**src/rtl/uarx_pkg.sv**
```systemverilog
// Shared definitions for the buffered serial receiver: FSM states, parity
// mode encoding, oversampling constants, receive-buffer entry layout and
// small combinational helpers.
package uarx_pkg;

  typedef enum logic [2:0] {
    ST_IDLE      = 3'd0,
    ST_START     = 3'd1,
    ST_DATA      = 3'd2,
    ST_PARITY    = 3'd3,
    ST_STOP      = 3'd4,
    ST_WAIT_IDLE = 3'd5
  } uarx_state_e;

  localparam logic [2:0] PAR_NONE  = 3'd0;
  localparam logic [2:0] PAR_EVEN  = 3'd1;
  localparam logic [2:0] PAR_ODD   = 3'd2;
  localparam logic [2:0] PAR_MARK  = 3'd3;
  localparam logic [2:0] PAR_SPACE = 3'd4;

  localparam int         OVERSAMPLE   = 16;
  localparam logic [3:0] SAMPLE_FIRST = 4'd7;
  localparam logic [3:0] SAMPLE_MID   = 4'd8;
  localparam logic [3:0] SAMPLE_LAST  = 4'd9;

  // Widest supported word; narrower words are zero-extended in an entry.
  localparam int MAX_WIDTH = 9;

  typedef struct packed {
    logic [MAX_WIDTH-1:0] data;
    logic                 framing_err;
    logic                 parity_err;
  } uarx_entry_t;

  function automatic logic majority3(input logic a, input logic b, input logic c);
    return (a & b) | (a & c) | (b & c);
  endfunction

  function automatic logic has_parity(input logic [2:0] mode);
    return (mode >= PAR_EVEN) && (mode <= PAR_SPACE);
  endfunction

  // Zero padding above the real word does not disturb the XOR reduction.
  function automatic logic parity_expected(input logic [2:0] mode,
                                           input logic [MAX_WIDTH-1:0] data);
    logic p;
    case (mode)
      PAR_EVEN: p = ^data;
      PAR_ODD:  p = ~^data;
      PAR_MARK: p = 1'b1;
      default:  p = 1'b0;
    endcase
    return p;
  endfunction

endpackage

```
**src/rtl/uarx_fifo.sv**
```systemverilog
// Synchronous show-ahead FIFO: the head entry is visible whenever the FIFO is
// non-empty (zero otherwise). A write while full is accepted only when a read
// happens in the same cycle.
module uarx_fifo #(
  parameter int EntryW = 11,
  parameter int Depth  = 16,
  parameter int CW     = $clog2(Depth) + 1
) (
  input  logic              clk,
  input  logic              rst,
  input  logic              wr_en,
  input  logic [EntryW-1:0] wr_data,
  input  logic              rd_en,
  output logic [EntryW-1:0] rd_data,
  output logic [CW-1:0]     count,
  output logic              full,
  output logic              empty
);

  localparam int AW = $clog2(Depth);

  logic [EntryW-1:0] mem_r [Depth];
  logic [AW-1:0]     wr_ptr_r;
  logic [AW-1:0]     rd_ptr_r;
  logic [CW-1:0]     count_r;
  logic              do_rd_s;
  logic              do_wr_s;

  assign empty   = (count_r == '0);
  assign full    = (count_r == CW'(Depth));
  assign do_rd_s = rd_en & ~empty;
  assign do_wr_s = wr_en & (~full | do_rd_s);
  assign count   = count_r;
  assign rd_data = empty ? '0 : mem_r[rd_ptr_r];

  // Storage array; contents only matter between write and read pointers.
  always_ff @(posedge clk) begin
    if (do_wr_s) begin
      mem_r[wr_ptr_r] <= wr_data;
    end
  end

  // Pointers and occupancy move together so count tracks the pointers exactly.
  always_ff @(posedge clk or posedge rst) begin
    if (rst) begin
      wr_ptr_r <= '0;
      rd_ptr_r <= '0;
      count_r  <= '0;
    end else begin
      if (do_wr_s) wr_ptr_r <= wr_ptr_r + AW'(1);
      if (do_rd_s) rd_ptr_r <= rd_ptr_r + AW'(1);
      case ({do_wr_s, do_rd_s})
        2'b10:   count_r <= count_r + CW'(1);
        2'b01:   count_r <= count_r - CW'(1);
        default: count_r <= count_r;
      endcase
    end
  end

endmodule

```
**src/rtl/ua_receiver_buffered.sv**
```systemverilog
// Buffered asynchronous serial receiver: 16x oversampling with a 7/8/9
// majority vote, runtime divisor and parity mode, per-word error flags,
// break detection and a show-ahead receive buffer with sticky overrun.
// Build option UARX_FIFO_EN: defined -> FifoDepth-entry FIFO;
// undefined -> single holding register (FifoCount is 0 or 1).
module ua_receiver_buffered
  import uarx_pkg::*;
#(
  parameter int Width     = 8,
  parameter int DivWidth  = 16,
  parameter int FifoDepth = 16,
  parameter int FCWidth   = $clog2(FifoDepth) + 1
) (
  input  logic                Clock,
  input  logic                Reset,
  input  logic [DivWidth-1:0] Divisor,
  input  logic [2:0]          ParityMode,
  input  logic                SIn,
  output logic [Width-1:0]    DataOut,
  output logic                DataOutFramingErr,
  output logic                DataOutParityErr,
  output logic                DataOutValid,
  input  logic                DataOutReady,
  output logic                Overrun,
  input  logic                ClearOverrun,
  output logic                BreakDetect,
  output logic [FCWidth-1:0]  FifoCount
);

  localparam int SampW = $clog2(OVERSAMPLE);

  logic                sync1_r, sync2_r, rx_s;
  logic [DivWidth-1:0] presc_r, div_last_s;
  logic                tick_s, decide_s, vote_s;
  logic [SampW-1:0]    sample_r;
  logic                s7_r, s8_r;
  uarx_state_e         state_r, state_n;
  logic [2:0]          mode_r;
  logic [Width-1:0]    shreg_r;
  logic [3:0]          bit_cnt_r;
  logic                par_bit_r, par_err_r;
  logic                start_s, push_s, break_s, is_break_s;
  uarx_entry_t         push_entry_s, head_s;
  logic                full_s, empty_s, pop_s, overrun_set_s;
  logic                overrun_r, break_r;
  logic [FCWidth-1:0]  count_s;
  logic                unused_s;

  assign rx_s     = sync2_r;
  assign tick_s   = (presc_r >= div_last_s);
  assign decide_s = tick_s & (sample_r == SAMPLE_LAST);
  assign vote_s   = majority3(s7_r, s8_r, rx_s);
  assign is_break_s = ~vote_s & (shreg_r == '0) & ~par_bit_r;
  assign pop_s    = DataOutReady & ~empty_s;
  assign overrun_set_s = push_s & full_s & ~pop_s;

  // Divisor of zero behaves as one.
  always_comb begin
    div_last_s = '0;
    if (Divisor == '0) begin
      div_last_s = '0;
    end else begin
      div_last_s = Divisor - DivWidth'(1);
    end
  end

  // Entry as it would be pushed on the stop-bit decision.
  always_comb begin
    push_entry_s                  = '0;
    push_entry_s.data[Width-1:0]  = shreg_r;
    push_entry_s.framing_err      = ~vote_s;
    push_entry_s.parity_err       = par_err_r;
  end

  // Two-flop synchroniser on the serial line, idling high.
  always_ff @(posedge Clock or posedge Reset) begin
    if (Reset) begin
      sync1_r <= 1'b1;
      sync2_r <= 1'b1;
    end else begin
      sync1_r <= SIn;
      sync2_r <= sync1_r;
    end
  end

  // Free-running prescaler producing the oversample tick.
  always_ff @(posedge Clock or posedge Reset) begin
    if (Reset) begin
      presc_r <= '0;
    end else if (tick_s) begin
      presc_r <= '0;
    end else begin
      presc_r <= presc_r + DivWidth'(1);
    end
  end

  // Oversample index; the start-edge tick counts as sample 0.
  always_ff @(posedge Clock or posedge Reset) begin
    if (Reset) begin
      sample_r <= '0;
      s7_r     <= 1'b1;
      s8_r     <= 1'b1;
    end else if (tick_s) begin
      sample_r <= start_s ? SampW'(1) : sample_r + SampW'(1);
      if (sample_r == SAMPLE_FIRST) s7_r <= rx_s;
      if (sample_r == SAMPLE_MID)   s8_r <= rx_s;
    end
  end

  // FSM state register.
  always_ff @(posedge Clock or posedge Reset) begin
    if (Reset) begin
      state_r <= ST_IDLE;
    end else begin
      state_r <= state_n;
    end
  end

  // Next-state logic plus the start, push and break strobes.
  always_comb begin
    state_n = state_r;
    start_s = 1'b0;
    push_s  = 1'b0;
    break_s = 1'b0;
    case (state_r)
      ST_IDLE: begin
        if (tick_s && !rx_s) begin
          state_n = ST_START;
          start_s = 1'b1;
        end else begin
          state_n = ST_IDLE;
        end
      end
      ST_START: begin
        if (decide_s) begin
          state_n = vote_s ? ST_IDLE : ST_DATA;
        end else begin
          state_n = ST_START;
        end
      end
      ST_DATA: begin
        if (decide_s && (bit_cnt_r == 4'(Width - 1))) begin
          state_n = has_parity(mode_r) ? ST_PARITY : ST_STOP;
        end else begin
          state_n = ST_DATA;
        end
      end
      ST_PARITY: begin
        if (decide_s) begin
          state_n = ST_STOP;
        end else begin
          state_n = ST_PARITY;
        end
      end
      ST_STOP: begin
        if (decide_s && is_break_s) begin
          break_s = 1'b1;
          state_n = ST_WAIT_IDLE;
        end else if (decide_s) begin
          push_s  = 1'b1;
          state_n = vote_s ? ST_IDLE : ST_WAIT_IDLE;
        end else begin
          state_n = ST_STOP;
        end
      end
      ST_WAIT_IDLE: begin
        if (tick_s && rx_s) begin
          state_n = ST_IDLE;
        end else begin
          state_n = ST_WAIT_IDLE;
        end
      end
      default: state_n = ST_IDLE;
    endcase
  end

  // Per-frame datapath: latched mode, data shifter, parity capture.
  always_ff @(posedge Clock or posedge Reset) begin
    if (Reset) begin
      mode_r    <= PAR_NONE;
      shreg_r   <= '0;
      bit_cnt_r <= '0;
      par_bit_r <= 1'b0;
      par_err_r <= 1'b0;
    end else if (start_s) begin
      mode_r    <= ParityMode;
      shreg_r   <= '0;
      bit_cnt_r <= '0;
      par_bit_r <= 1'b0;
      par_err_r <= 1'b0;
    end else if (decide_s) begin
      case (state_r)
        ST_DATA: begin
          shreg_r   <= {vote_s, shreg_r[Width-1:1]};
          bit_cnt_r <= bit_cnt_r + 4'd1;
        end
        ST_PARITY: begin
          par_bit_r <= vote_s;
          par_err_r <= vote_s ^ parity_expected(mode_r, push_entry_s.data);
        end
        default: begin
          par_bit_r <= par_bit_r;
        end
      endcase
    end
  end

  // Sticky overrun (a new overrun beats a clear) and registered break pulse.
  always_ff @(posedge Clock or posedge Reset) begin
    if (Reset) begin
      overrun_r <= 1'b0;
      break_r   <= 1'b0;
    end else begin
      break_r <= break_s;
      if (overrun_set_s) begin
        overrun_r <= 1'b1;
      end else if (ClearOverrun) begin
        overrun_r <= 1'b0;
      end
    end
  end

`ifdef UARX_FIFO_EN
  uarx_fifo #(
    .EntryW ($bits(uarx_entry_t)),
    .Depth  (FifoDepth),
    .CW     (FCWidth)
  ) u_fifo (
    .clk     (Clock),
    .rst     (Reset),
    .wr_en   (push_s),
    .wr_data (push_entry_s),
    .rd_en   (pop_s),
    .rd_data (head_s),
    .count   (count_s),
    .full    (full_s),
    .empty   (empty_s)
  );
`else
  uarx_entry_t hold_r;
  logic        hold_valid_r;

  // Single holding register; a push while full is taken only alongside a pop.
  always_ff @(posedge Clock or posedge Reset) begin
    if (Reset) begin
      hold_r       <= '0;
      hold_valid_r <= 1'b0;
    end else if (push_s && (!hold_valid_r || pop_s)) begin
      hold_r       <= push_entry_s;
      hold_valid_r <= 1'b1;
    end else if (pop_s) begin
      hold_valid_r <= 1'b0;
    end
  end

  assign head_s  = hold_valid_r ? hold_r : '0;
  assign full_s  = hold_valid_r;
  assign empty_s = ~hold_valid_r;
  assign count_s = FCWidth'(hold_valid_r);
`endif

  assign DataOut           = head_s.data[Width-1:0];
  assign DataOutFramingErr = head_s.framing_err;
  assign DataOutParityErr  = head_s.parity_err;
  assign DataOutValid      = ~empty_s;
  assign FifoCount         = count_s;
  assign Overrun           = overrun_r;
  assign BreakDetect       = break_r;

  // Padding bits above Width are always zero.
  assign unused_s = ^head_s;

endmodule
```
**config.mk**
```make
export PLATFORM = sky130hd
export DESIGN_NAME = ua_receiver_buffered
export DESIGN_NICKNAME = d
export VERILOG_FILES = /design/src/rtl/uarx_pkg.sv /design/src/rtl/uarx_fifo.sv /design/src/rtl/ua_receiver_buffered.sv
export SDC_FILE = /design/constraint.sdc
export NUM_CORES = 1
export LEC_CHECK = 0
export ABC_CLOCK_PERIOD_IN_PS = 2700
export CAP_MARGIN = 20
export CORE_MARGIN = 1.5
export CORE_UTILIZATION = 55
export DETAILED_ROUTE_END_ITERATION = 6
export HOLD_SLACK_MARGIN = 0.12
export PLACE_DENSITY = 0.91
export SETUP_SLACK_MARGIN = 0.15
export SLEW_MARGIN = 0
export SYNTH_ARGS = -nofsm -noshare
export SYNTH_HDL_FRONTEND = slang
export SYNTH_SLANG_ARGS = --single-unit
```
**constraint.sdc**
```tcl
create_clock -name Clock -period 2.7 [get_ports Clock]
set_input_delay 0.54 -clock Clock [delete_from_list [all_inputs] [get_ports Clock]]
set_output_delay 0.54 -clock Clock [all_outputs]
set_load 0.01 [all_outputs]
```
==> summary.md, run 1 <==
| Metric | Value |
|---|---|
| Run status | finished, violations left |
| Failing checks | setup timing |
| Largest stage delay on the critical path | 0.55 ns |
| Max IR drop VDD | 0.000420 V |
| Post-Route WL | 10.3 mm |
| Remaining antenna violation count after routing | 0 |
| Die H | 82.5 µm |
| Min-delay worst type | register to register |
| Syn Area/Cell | 9.91 µm² |
| Sequential area share after synthesis | 41.2% |
| Starting density of the core | 57.7% |
| Commonest cells post-synth | dfrtp_1, nor2_1, nand2_1 |
| EDFF count, synth | 0 |
| Required time of the critical path | 2.89 ns |
| CP max-delay cell | or4_4 |
| Syn-to-layout area delta | 37.2% |
| Hold depth | 0 |
| Die width | 82.5 µm |
| Total CTS buffers | 9 |
| CTS HTree Levels | 3 |
| Main flop type after synthesis | dfrtp_1 |
| Clock Tree Buf Depth | 2 |
| CP bufs+invs | 3 |
| Synth top area cells | dfrtp_1, ha_1, mux2_2, xor2_1, nor2_1 |
| Hold endpoint | rx_s |
| Distinct cells, synth | 59 |
| Final non-filler cell total | 524 |
| Fin util | 79.2% |
| Global Route Usage Sum | 29.8% |
| Post-route setup TNS | -53.01 ns |
| Hold_sp | sync1_r |
| Slew Limit Fails | 0 |
| RSZ-0062 raised after global routing | yes |
| Detailed-route vias per instance | 6.08 |
| Gpl congestion | roughly 0.9 |
| Nets | 496 |
| Share of cells above drive strength 1 | 29.6% |
| Max Freq | between 0.2 and 0.3 GHz |
| Fin crit period | 3.99 ns |
| TritonRoute pass-1 iters | 5 |
| Drc violations | 0 |
| Area leader, netlist | dfrtp_1 |
| Clock sink count | 57 |
| Setup crit end kind | register |
| DR iter-0 viols | between 200 and 250 |
| Hold Slack | 0.354 ns |
| Setup violators final | 55 |
| Final Skew | 0.0121 ns |
| Synth Register Bits | 57 |
| Cells after synthesis | roughly 350 |
| Vias | approximately 3.2k |
| Worst Tran Pin Value | 0.685 ns |
| Reg2Reg Capture Point | state_r[2] |
| Synth warnings | 0 |
| CP delay by family, top | simple AND/OR/NAND/NOR gates |
| Final hold violations | 0 |
| Grt total ovfl | 0 |
| FF-to-FF Start | presc_r[0] |
| Crit Path Max Fanout | 5 |
| Fillers | between 300 and 400 |
| Path depth of the worst reg2reg path | 10 |
| Ant. Diodes | 0 |
| Clk Latency, worst-skew pair | 0.34 ns |
| CP cell instances | buf_8 -> inv_6 -> ha_4 -> or3b_4 -> or4_4 -> nor3_4 -> xor2_1 -> nand2_1 -> ha_4 -> nand4_1 -> nor2_1 -> o2111ai_2 -> o21ai_4 -> buf_6 -> nand4_1 -> o32ai_2 |
| Place WS | -1.73 ns |
| Top-area cell type share of the netlist area | around two fifths |
| First-pass GRT wire length | 14.9 mm |
| Initial antenna violation count | 0 |
| Largest net degree at the start of global routing | 34 |
| HPWL Detailed | 5.96 mm |
| Async SR Flop Fraction | 100% |
| Relative slew slack | between 50% and 60% |
| Pleak | 0.00224 µW |
| Vias in the first global route | roughly 3.2k |
| # rows | 28 |
| WL/cell | 19.6 µm |
| IO Port Bufs | 37 |
| Final worst-path cycle share | 148% |
| I/O pin count | 42 |
| Cell with the most instances after synthesis | dfrtp_1 |
| Worst Path Arrival | 4.18 ns |
| Startpoint Class | input port |
| Core area | 6030 µm² |
| Final setup margin | -1.29 ns |
| Clk slew on worst S/H paths | 0.06 ns |
| Max-cap violations | 0 |
| R2R setup slack | -0.03 ns |
| Power density over cell area | 453 nW/µm² |
| WS Path Type | input port to register |
| Worst Setup SP | Divisor[1] |
| Netlist Area Pre-Place | 3480 µm² |
| CTS Root Cell | clkbuf_8 |
| CTS hold repair buffers | 0 |
| Die Area | 6810 µm² |
| CTS tree | done |
| Dpl cells | 490 |
-- layout make-up --
cell class	instances	area (µm²)	share of cell area, %
Tap cell	75	93.8	1.97
Sequential cell	57	1430	30.0
Clock inverter	3	40.0	0.839
Inverter	19	78.8	1.65
Timing Repair Buffer	92	838	17.6
Clock buffer	12	155	3.25
Multi-Input combinational cell	266	2130	44.7
-- sequential cells by signal, indices dropped and copies added, names as in the netlist, 3 cells and up --
register / flops
sample_r: 4
mode_r: 3
state_r: 3
hold_r: 10
presc_r: 16
bit_cnt_r: 4
shreg_r: 8
-- power by group --
group | switching (µW) | internal (µW) | total, µW
clock network | 324 | 468 | 792
registers | 81.9 | 908 | 990
logic | 200 | 180 | 380
total | 606 | 1560 | 2160
-- through the flow --
stage                     cell area, µm²  total power (µW)
final                               4770              2160
after detailed placement            4210              1340
after floorplan                     3550              1190
after global placement              4210              1300
after CTS                           4580              2130
after global routing                4770              2260
-- logic make-up after synthesis --
group                      count (synthesis)  share of synthesized area, %
other                                      1                         0.108
buffers and inverters                     33                          4.17
adders and majority gates                 28                          10.0
DFF                                       57                          41.2
xor gates and xnor gates                  31                          7.81
and+or+nand+nor                          134                          20.5
muxes                                     19                          6.05
AOI/OAI and AO/OA                         48                          10.2
-- what timing repair did --
action	in CTS	in global routing
pin swaps	19	18
gates cloned	2	1
buffers inserted	9	6
setup endpoints to repair	55	55
gates resized for setup	45	29
-- placed cells by master, fill, tap and decap left out, types with 3 or more instances in the layout --
master	n
nand4_1	4
xor2_1	20
buf_6	10
o21ai_4	3
dfstp_2	4
nand2_1	28
nor3_1	7
and2_1	11
mux2i_1	3
buf_2	3
dfrtp_1	53
ha_4	3
ha_1	24
inv_1	16
and4_1	3
nand4b_1	3
a22o_1	9
clkdlybuf4s50_1	30
nand2b_1	6
conb_1	4
nor2_1	30
buf_4	42
and3_1	4
nand3_1	11
xnor2_1	11
o21ai_0	8
clkbuf_8	11
mux2_4	3
mux2_2	13
-- how the worst max path moves through the flow --
stage                   endpoint  slack [ns]  cells past startpoint
floorplan           bit_cnt_r[0]       -0.94                     14
global placement      state_r[0]       -1.57                     15
detailed placement     hold_r[8]       -1.73                     17
CTS                      Overrun       -1.01                     16
global route             Overrun       -1.42                     16
finish                   Overrun       -1.29                     16
-- layer usage --
layer / global-route usage [%] / share of wire (%)
met3: 7.25 / 6.4
met2: 52.4 / 52
met4: 16.8 / 5.1
met5: 0 / 0
met1: 32.8 / 36
Note: power is estimated with default switching activity, not from simulation.
==> run 2, diff against run 1 <==
- CTS_BUF_LIST: not set -> sky130_fd_sc_hd__clkbuf_4 sky130_fd_sc_hd__clkbuf_8
==> summary.md, run 2 (same netlist as run 1, synthesis figures left out) <==
| Metric | Value |
|---|---|
| Worst Setup SP | Divisor[1] (unchanged) |
| CP delay by family, top | simple AND/OR/NAND/NOR gates (unchanged) |
| Most common cell after layout, fill and taps aside | dfrtp_1 (unchanged) |
| Final instance area | 4820 µm² (was 4770 µm²) |
| Final setup margin | -1.14 ns (was -1.29 ns) |
| Worst Path Arrival | 4.06 ns (was 4.18 ns) |
| Largest registers | presc_r: 16 flops, hold_r: 10 flops, shreg_r: 8 flops (unchanged) |
| Share of cells above drive strength 1 | 30.9% (was 29.6%) |
| R2R setup slack | -0.08 ns (was -0.03 ns) |
| Max reg flops | 16 (unchanged) |
| CTS tree | done (unchanged) |
| Initial antenna violation count | 0 (unchanged) |
| Die width | 82.5 µm (unchanged) |
| Fillers | 343 (was 354) |
| Drc violations | 0 (unchanged) |
| Path depth of the worst reg2reg path | 10 (unchanged) |
| Clk slew on worst S/H paths | 0.06 ns (about the same) |
| Fin util | 80.0% (was 79.2%) |
| Run status | finished, violations left (unchanged) |
| Die Area | 6810 µm² (unchanged) |
| HPWL Detailed | 5.96 mm (unchanged) |
| Crit Path Max Fanout | 5 (unchanged) |
| DR iter-0 viols | 228 (was 224) |
| Detailed-route vias per instance | 6.02 (was 6.08) |
| Power density over cell area | 451 nW/µm² (was 453 nW/µm²) |
| Setup violators final | 55 (unchanged) |
| Sequential share of power | 45.3% (was 45.8%) |
| Sw power | 600 µW (was 606 µW) |
| Comb power frac | 18.2% (was 17.6%) |
| CTS Root Cell | clkbuf_8 (unchanged) |
| I/O pin count | 42 (unchanged) |
| Setup crit end kind | register (unchanged) |
| CP bufs+invs | 4 (was 3) |
| Vias | 3159 (was 3186) |
| Internal | 1580 µW (was 1560 µW) |
| Slew Limit Fails | 0 (unchanged) |
| WL/cell | 19.0 µm (was 19.6 µm) |
| Gpl congestion | 0.903 (unchanged) |
| Largest net degree at the start of global routing | 34 (unchanged) |
| Failing checks | setup timing (unchanged) |
| Worst Setup EP | state_r[2] (was Overrun) |
| Required time of the critical path | 2.92 ns (was 2.89 ns) |
| First-pass GRT wire length | 14.9 mm (about the same) |
| Post-Route WL | 9.96 mm (was 10.3 mm) |
| Multi-input logic area | 2160 µm² (was 2130 µm²) |
| Area occupied by registers | 1430 µm² (unchanged) |
| Relative slew slack | 53.8% (was 54.0%) |
| Fin crit period | 3.84 ns (was 3.99 ns) |
| Grt total ovfl | 0 (unchanged) |
| CP cell instances | buf_8 -> buf_4 -> or2_4 -> or4_4 -> or2_4 -> nor4_4 -> xor2_1 -> nand2_1 -> ha_4 -> a21oi_2 -> o21ai_1 -> nor4_4 -> o21ai_4 -> buf_4 -> buf_4 -> a2111o_1 -> o211ai_1 (was buf_8 -> inv_6 -> ha_4 -> or3b_4 -> or4_4 -> nor3_4 -> xor2_1 -> nand2_1 -> ha_4 -> nand4_1 -> nor2_1 -> o2111ai_2 -> o21ai_4 -> buf_6 -> nand4_1 -> o32ai_2) |
| Most frequent cells in the layout | dfrtp_1, buf_4, clkdlybuf4s50_1, nand2_1, nor2_1 (was dfrtp_1, buf_4, nor2_1, clkdlybuf4s50_1, nand2_1) |
| Total CTS buffers | 9 (unchanged) |
| Worst Tran Pin Value | 0.688 ns (was 0.685 ns) |
| Dpl cells | 490 (unchanged) |
| Syn-to-layout area delta | 38.7% (was 37.2%) |
| Max-cap violations | 0 (unchanged) |
| Die H | 82.5 µm (unchanged) |
| CTS hold repair buffers | 0 (unchanged) |
| Max Freq | 0.261 GHz (was 0.251 GHz) |
| Startpoint Class | input port (unchanged) |
| TritonRoute pass-1 iters | 5 (unchanged) |
| GR Util met3 | 7.25% (unchanged) |
| Largest stage delay on the critical path | 0.48 ns (was 0.55 ns) |
| Clock share of power | 36.6% (about the same) |
| Cell depth of the worst setup path | 17 (was 16) |
| Starting density of the core | 57.7% (unchanged) |
| Final worst-path cycle share | 142% (was 148%) |
| Remaining antenna violation count after routing | 0 (unchanged) |
| Global Route Usage Sum | 29.8% (about the same) |
| Clock Tree Buf Depth | 2 (unchanged) |
| CTS HTree Levels | 3 (unchanged) |
| GRT Max-Usage Layer | met2 (unchanged) |
| GRT met2 Usage | 52.3% (was 52.4%) |
| Max IR drop VDD | 0.000418 V (was 0.000420 V) |
| Crit-path most repeated cell | buf_4 |
| Ant. Diodes | 0 (unchanged) |
| Biggest register | presc_r (unchanged) |
| Reg2Reg Capture Point | state_r[2] (unchanged) |
| Clock sink count | 57 (unchanged) |
| # rows | 28 (unchanged) |
| Final Skew | 0.0106 ns (was 0.0121 ns) |
| Final hold violations | 0 (unchanged) |
| Vias in the first global route | 3188 (was 3183) |
| Switching share of power | 27.6% (was 28.0%) |
| Min-delay worst type | register to register (unchanged) |
| Clk Latency, worst-skew pair | 0.33 ns (was 0.34 ns) |
| Pleak | 0.00226 µW (was 0.00224 µW) |
| Nets | 497 (was 496) |
| Final non-filler cell total | 525 (was 524) |
| Placement Cell Area | 4210 µm² (unchanged) |
| Hold Slack | 0.354 ns (about the same) |
| Core area | 6030 µm² (unchanged) |
| Met1 usage | 32.8% (unchanged) |
| RSZ-0062 raised after global routing | yes (unchanged) |
| Place WS | -1.73 ns (unchanged) |
| IO Port Bufs | 37 (unchanged) |
| WS Path Type | input port to register (unchanged) |
| FF-to-FF Start | presc_r[0] (unchanged) |
| CP max-delay cell | or4_4 (unchanged) |
==> run 2: cell count changes in the layout (fill, tap and decap cells not counted), sizes merged <==
cell / change
buf: +1
==> run 2: what timing repair did <==
item | CTS | global route
pin swaps | 19 | 19
endpoints found under the setup margin | 55 | 55
setup buffers | 9 | 7
gates cloned | 2 | 1
resized for setup | 45 | 40
==> run 2: metal layers <==
| metal | part of all wire, % | routed length, µm |
|---|---|---|
| met1 | 36 | 3630 |
| met2 | 53 | 5280 |
| met3 | 5.6 | 561 |
| met4 | 4.9 | 486 |
| met5 | 0 | 0 |
==> run 2: how the worst min path moves through the flow <==
| stage | cells after the start | slack [ns] | start | end |
|---|---|---|---|---|
| 4_1_cts | 0 | 0.36 | sync1_r | rx_s |
| 5_1_grt | 0 | 0.36 | sync1_r | rx_s |
| 3_5_place_dp | 0 | 0.35 | sync1_r | rx_s |
| 2_1_floorplan | 0 | 0.35 | sync1_r | rx_s |
| 6_report | 0 | 0.35 | sync1_r | rx_s |
| 3_3_place_gp | 0 | 0.35 | sync1_r | rx_s |
==> run 2: final cells by class <==
class	instances	share of cell area, %
multi-input cells	266	44.8
inverters	19	1.63
flip-flops and latches	57	29.7
well taps	75	1.95
clock inverters	3	0.830
clock buffers	12	3.30
repair buffers	93	17.8
==> run 2: metrics by stage <==
stage          power (µW)  setup TNS (ns)
2_1_floorplan        1190          -47.15
3_3_place_gp         1300          -76.71
3_5_place_dp         1340          -83.66
4_1_cts              2140          -47.99
5_1_grt              2280          -59.88
6_report             2170          -52.07
==> run 2: power groups by stage <==
stage | clock network [µW] | logic, µW | registers (µW)
6_report | 796 | 395 | 984
5_1_grt | 848 | 438 | 995
4_1_cts | 805 | 350 | 982
3_5_place_dp | 0 | 340 | 995
3_3_place_gp | 0 | 316 | 989
2_1_floorplan | 0 | 213 | 974
==> run 2: worst register-to-register path: stages (launching register included) <==
cell,delay [ns]
dfrtp_1,0.47
inv_1,0.08
ha_1,0.28
nand2b_1,0.14
a2111oi_0,0.44
o21a_1,0.26
o21ai_4,0.10
buf_4,0.15
buf_4,0.14
a2111o_1,0.44
o211ai_1,0.16
==> run 3, diff against run 2 <==
- ABC_CLOCK_PERIOD_IN_PS: 2700 -> 4700
- clock period: 2.7 -> 4.7 ns (I/O delays scaled with it)
==> summary.md, run 3 (same netlist as run 1, synthesis figures left out) <==
| Metric | Value |
|---|---|
| Ant. Diodes | 0 (unchanged) |
| Min-delay worst type | register to register (unchanged) |
| Setup violators final | 0 (was 55) |
| CTS tree | done (unchanged) |
| Biggest register | presc_r (unchanged) |
| Fin util | 73.6% (was 80.0%) |
| Internal | 916 µW (was 1580 µW) |
| Most common cell after layout, fill and taps aside | dfrtp_1 (unchanged) |
| Hold Slack | 0.357 ns (was 0.354 ns) |
| Startpoint Class | input port (unchanged) |
| Post-Route WL | 8.46 mm (was 9.96 mm) |
| CTS hold repair buffers | 0 (unchanged) |
| Core area | 6030 µm² (unchanged) |
| Largest net degree at the start of global routing | 34 (unchanged) |
| Max IR drop VDD | 0.000261 V (was 0.000418 V) |
| First-pass GRT wire length | 12.4 mm (was 14.9 mm) |
| I/O pin count | 42 (unchanged) |
| Switching share of power | 27.0% (was 27.6%) |
| # rows | 28 (unchanged) |
| Nets | 468 (was 497) |
| Final Power | 1260 µW (was 2170 µW) |
| Power density over cell area | 283 nW/µm² (was 451 nW/µm²) |
| Grt total ovfl | 0 (unchanged) |
| Final Skew | 0.0128 ns (was 0.0106 ns) |
| Comb power frac | 16.2% (was 18.2%) |
| Drc violations | 11 (was 0) |
| Crit Path Max Fanout | 6 (was 5) |
| TritonRoute pass-1 iters | 7 (was 5) |
| Largest registers | presc_r: 16 flops, hold_r: 10 flops, shreg_r: 8 flops (unchanged) |
| Total CTS buffers | 9 (unchanged) |
| Max Freq | approximately 0.22 GHz |
| HPWL Detailed | 5.21 mm (was 5.96 mm) |
| Most frequent cells in the layout | dfrtp_1, clkdlybuf4s50_1, nor2_1, nand2_1, buf_4 (was dfrtp_1, buf_4, clkdlybuf4s50_1, nand2_1, nor2_1) |
| Failing checks | DRC (was setup timing) |
| Die Area | 6810 µm² (unchanged) |
| WS Path Type | input port to register (unchanged) |
| Relative slew slack | 42.3% (was 53.8%) |
| Place WS | -0.116 ns (was -1.73 ns) |
| Detailed-route vias per instance | 6.03 (was 6.02) |
| Slew Limit Fails | 0 (unchanged) |
| Remaining antenna violation count after routing | 0 (unchanged) |
| DR iter-0 viols | 212 (was 228) |
| Clk slew on worst S/H paths | 0.06 ns (about the same) |
| Initial antenna violation count | 0 (unchanged) |
| Starting density of the core | 57.7% (unchanged) |
| Final instance area | 4430 µm² (was 4820 µm²) |
| Sequential share of power | 45.1% (was 45.3%) |
| Clock Tree Buf Depth | 2 (unchanged) |
| Die H | 82.5 µm (unchanged) |
| Clk Latency, worst-skew pair | 0.34 ns (was 0.33 ns) |
| IO Port Bufs | 37 (unchanged) |
| Placement Cell Area | 4060 µm² (was 4210 µm²) |
| CTS Root Cell | clkbuf_8 (unchanged) |
| Vias | 2990 (was 3159) |
| Final worst-path cycle share | 98.1% |
| Worst Path Arrival | 4.83 ns (was 4.06 ns) |
| Pleak | 0.00207 µW (was 0.00226 µW) |
| Required time of the critical path | 4.92 ns (was 2.92 ns) |
| Max reg flops | 16 (unchanged) |
| Fin crit period | between 4 and 5 ns |
| Worst Tran Pin Value | 0.858 ns (was 0.688 ns) |
| Sw power | 340 µW (was 600 µW) |
| Max-cap violations | 0 (unchanged) |
| Syn-to-layout area delta | 27.5% (was 38.7%) |
| Vias in the first global route | 2794 (was 3188) |
| Global Route Usage Sum | 24.2% (was 29.8%) |
| Run status | finished, violations left (unchanged) |
| Clock sink count | 57 (unchanged) |
| Final hold violations | 0 (unchanged) |
| Final setup margin | 0.0900 ns (was -1.14 ns) |
| Die width | 82.5 µm (unchanged) |
| WL/cell | 17.1 µm (was 19.0 µm) |
| Setup crit end kind | register (unchanged) |
| Share of cells above drive strength 1 | 22.1% (was 30.9%) |
| Clock share of power | 38.8% (was 36.6%) |
| CTS HTree Levels | 3 (unchanged) |
| Gpl congestion | 0.873 (was 0.903) |
run 3: changes by cell type in the layout (fill, tap and decap cells not counted), sizes merged:
| cell | before | now |
|---|---|---|
| buf | 60 | 28 |
| dlymetal6s2s | 0 | 2 |
| nand3 | 13 | 12 |
| clkdlybuf4s50 | 30 | 35 |
| clkinv | 2 | 1 |
| dlygate4sd2 | 2 | 0 |
| clkbuf | 13 | 14 |
| o21ai | 15 | 14 |
run 3: worst paths after layout:
kind | start | endpoint | slack [ns] | cells after the start
setup / recovery | Divisor[3] | state_r[0] | 0.09 | 15
hold / removal | sync1_r | rx_s | 0.36 | 0
setup reg to reg | presc_r[0] | state_r[0] | 2.05 | 9
hold reg to reg | sync1_r | rx_s | 0.36 | 0
max in group asynchronous | Reset | s7_r | 2.90 | 3
min in group asynchronous | Reset | shreg_r[0] | 0.95 | 2
run 3: critical path, stage by stage:
cell             delay (ns)
clkdlybuf4s50_1        0.43
buf_4                  0.16
or3b_4                 0.40
or4_4                  0.54
nor3_4                 0.23
xor2_1                 0.18
nand2_1                0.13
ha_4                   0.23
nand4_1                0.16
nor3_2                 0.08
nor4_2                 0.40
o21ai_4                0.16
buf_6                  0.16
a2111o_1               0.46
o2111ai_1              0.17
run 3: metrics by stage:
| step | instances | TNS (ns) |
|---|---|---|
| CTS | 490 | 0 |
| finish | 496 | 0 |
| global route | 496 | -0.0145 |
| floorplan | 354 | 0 |
| global placement | 475 | 0 |
| detailed placement | 475 | -0.934 |
run 3: final cells by class:
type	count	area (µm²)
Fill cell	367	1590
Sequential cell	57	1430
Clock buffer	13	179
Tap cell	75	93.8
Multi-Input combinational cell	264	2020
Inverter	19	71.3
Timing Repair Buffer	66	606
Clock inverter	2	35.0
run 3: power groups by stage:
stage | Combinational (µW) | Clock, µW | Sequential [µW]
after floorplan | 120 | 0 | 559
after global placement | 168 | 0 | 569
after detailed placement | 178 | 0 | 570
after CTS | 183 | 493 | 563
after global routing | 225 | 520 | 569
final | 203 | 487 | 566
run 3: repair_timing:
action	4_1_cts	5_1_grt
endpoints found under the setup margin	0	50
setup buffers	0	5
gates resized for setup	0	26
run 3: routing by layer:
layer / global-route usage [%] / routed length [µm] / vias to the layer above
li1: - / - / 1360
met1: 30.0 / 3380 / 1449
met2: 39.6 / 4210 / 141
met3: 7.25 / 560 / 40
met4: 9.17 / 311 / 0
met5: 0 / 0 / -
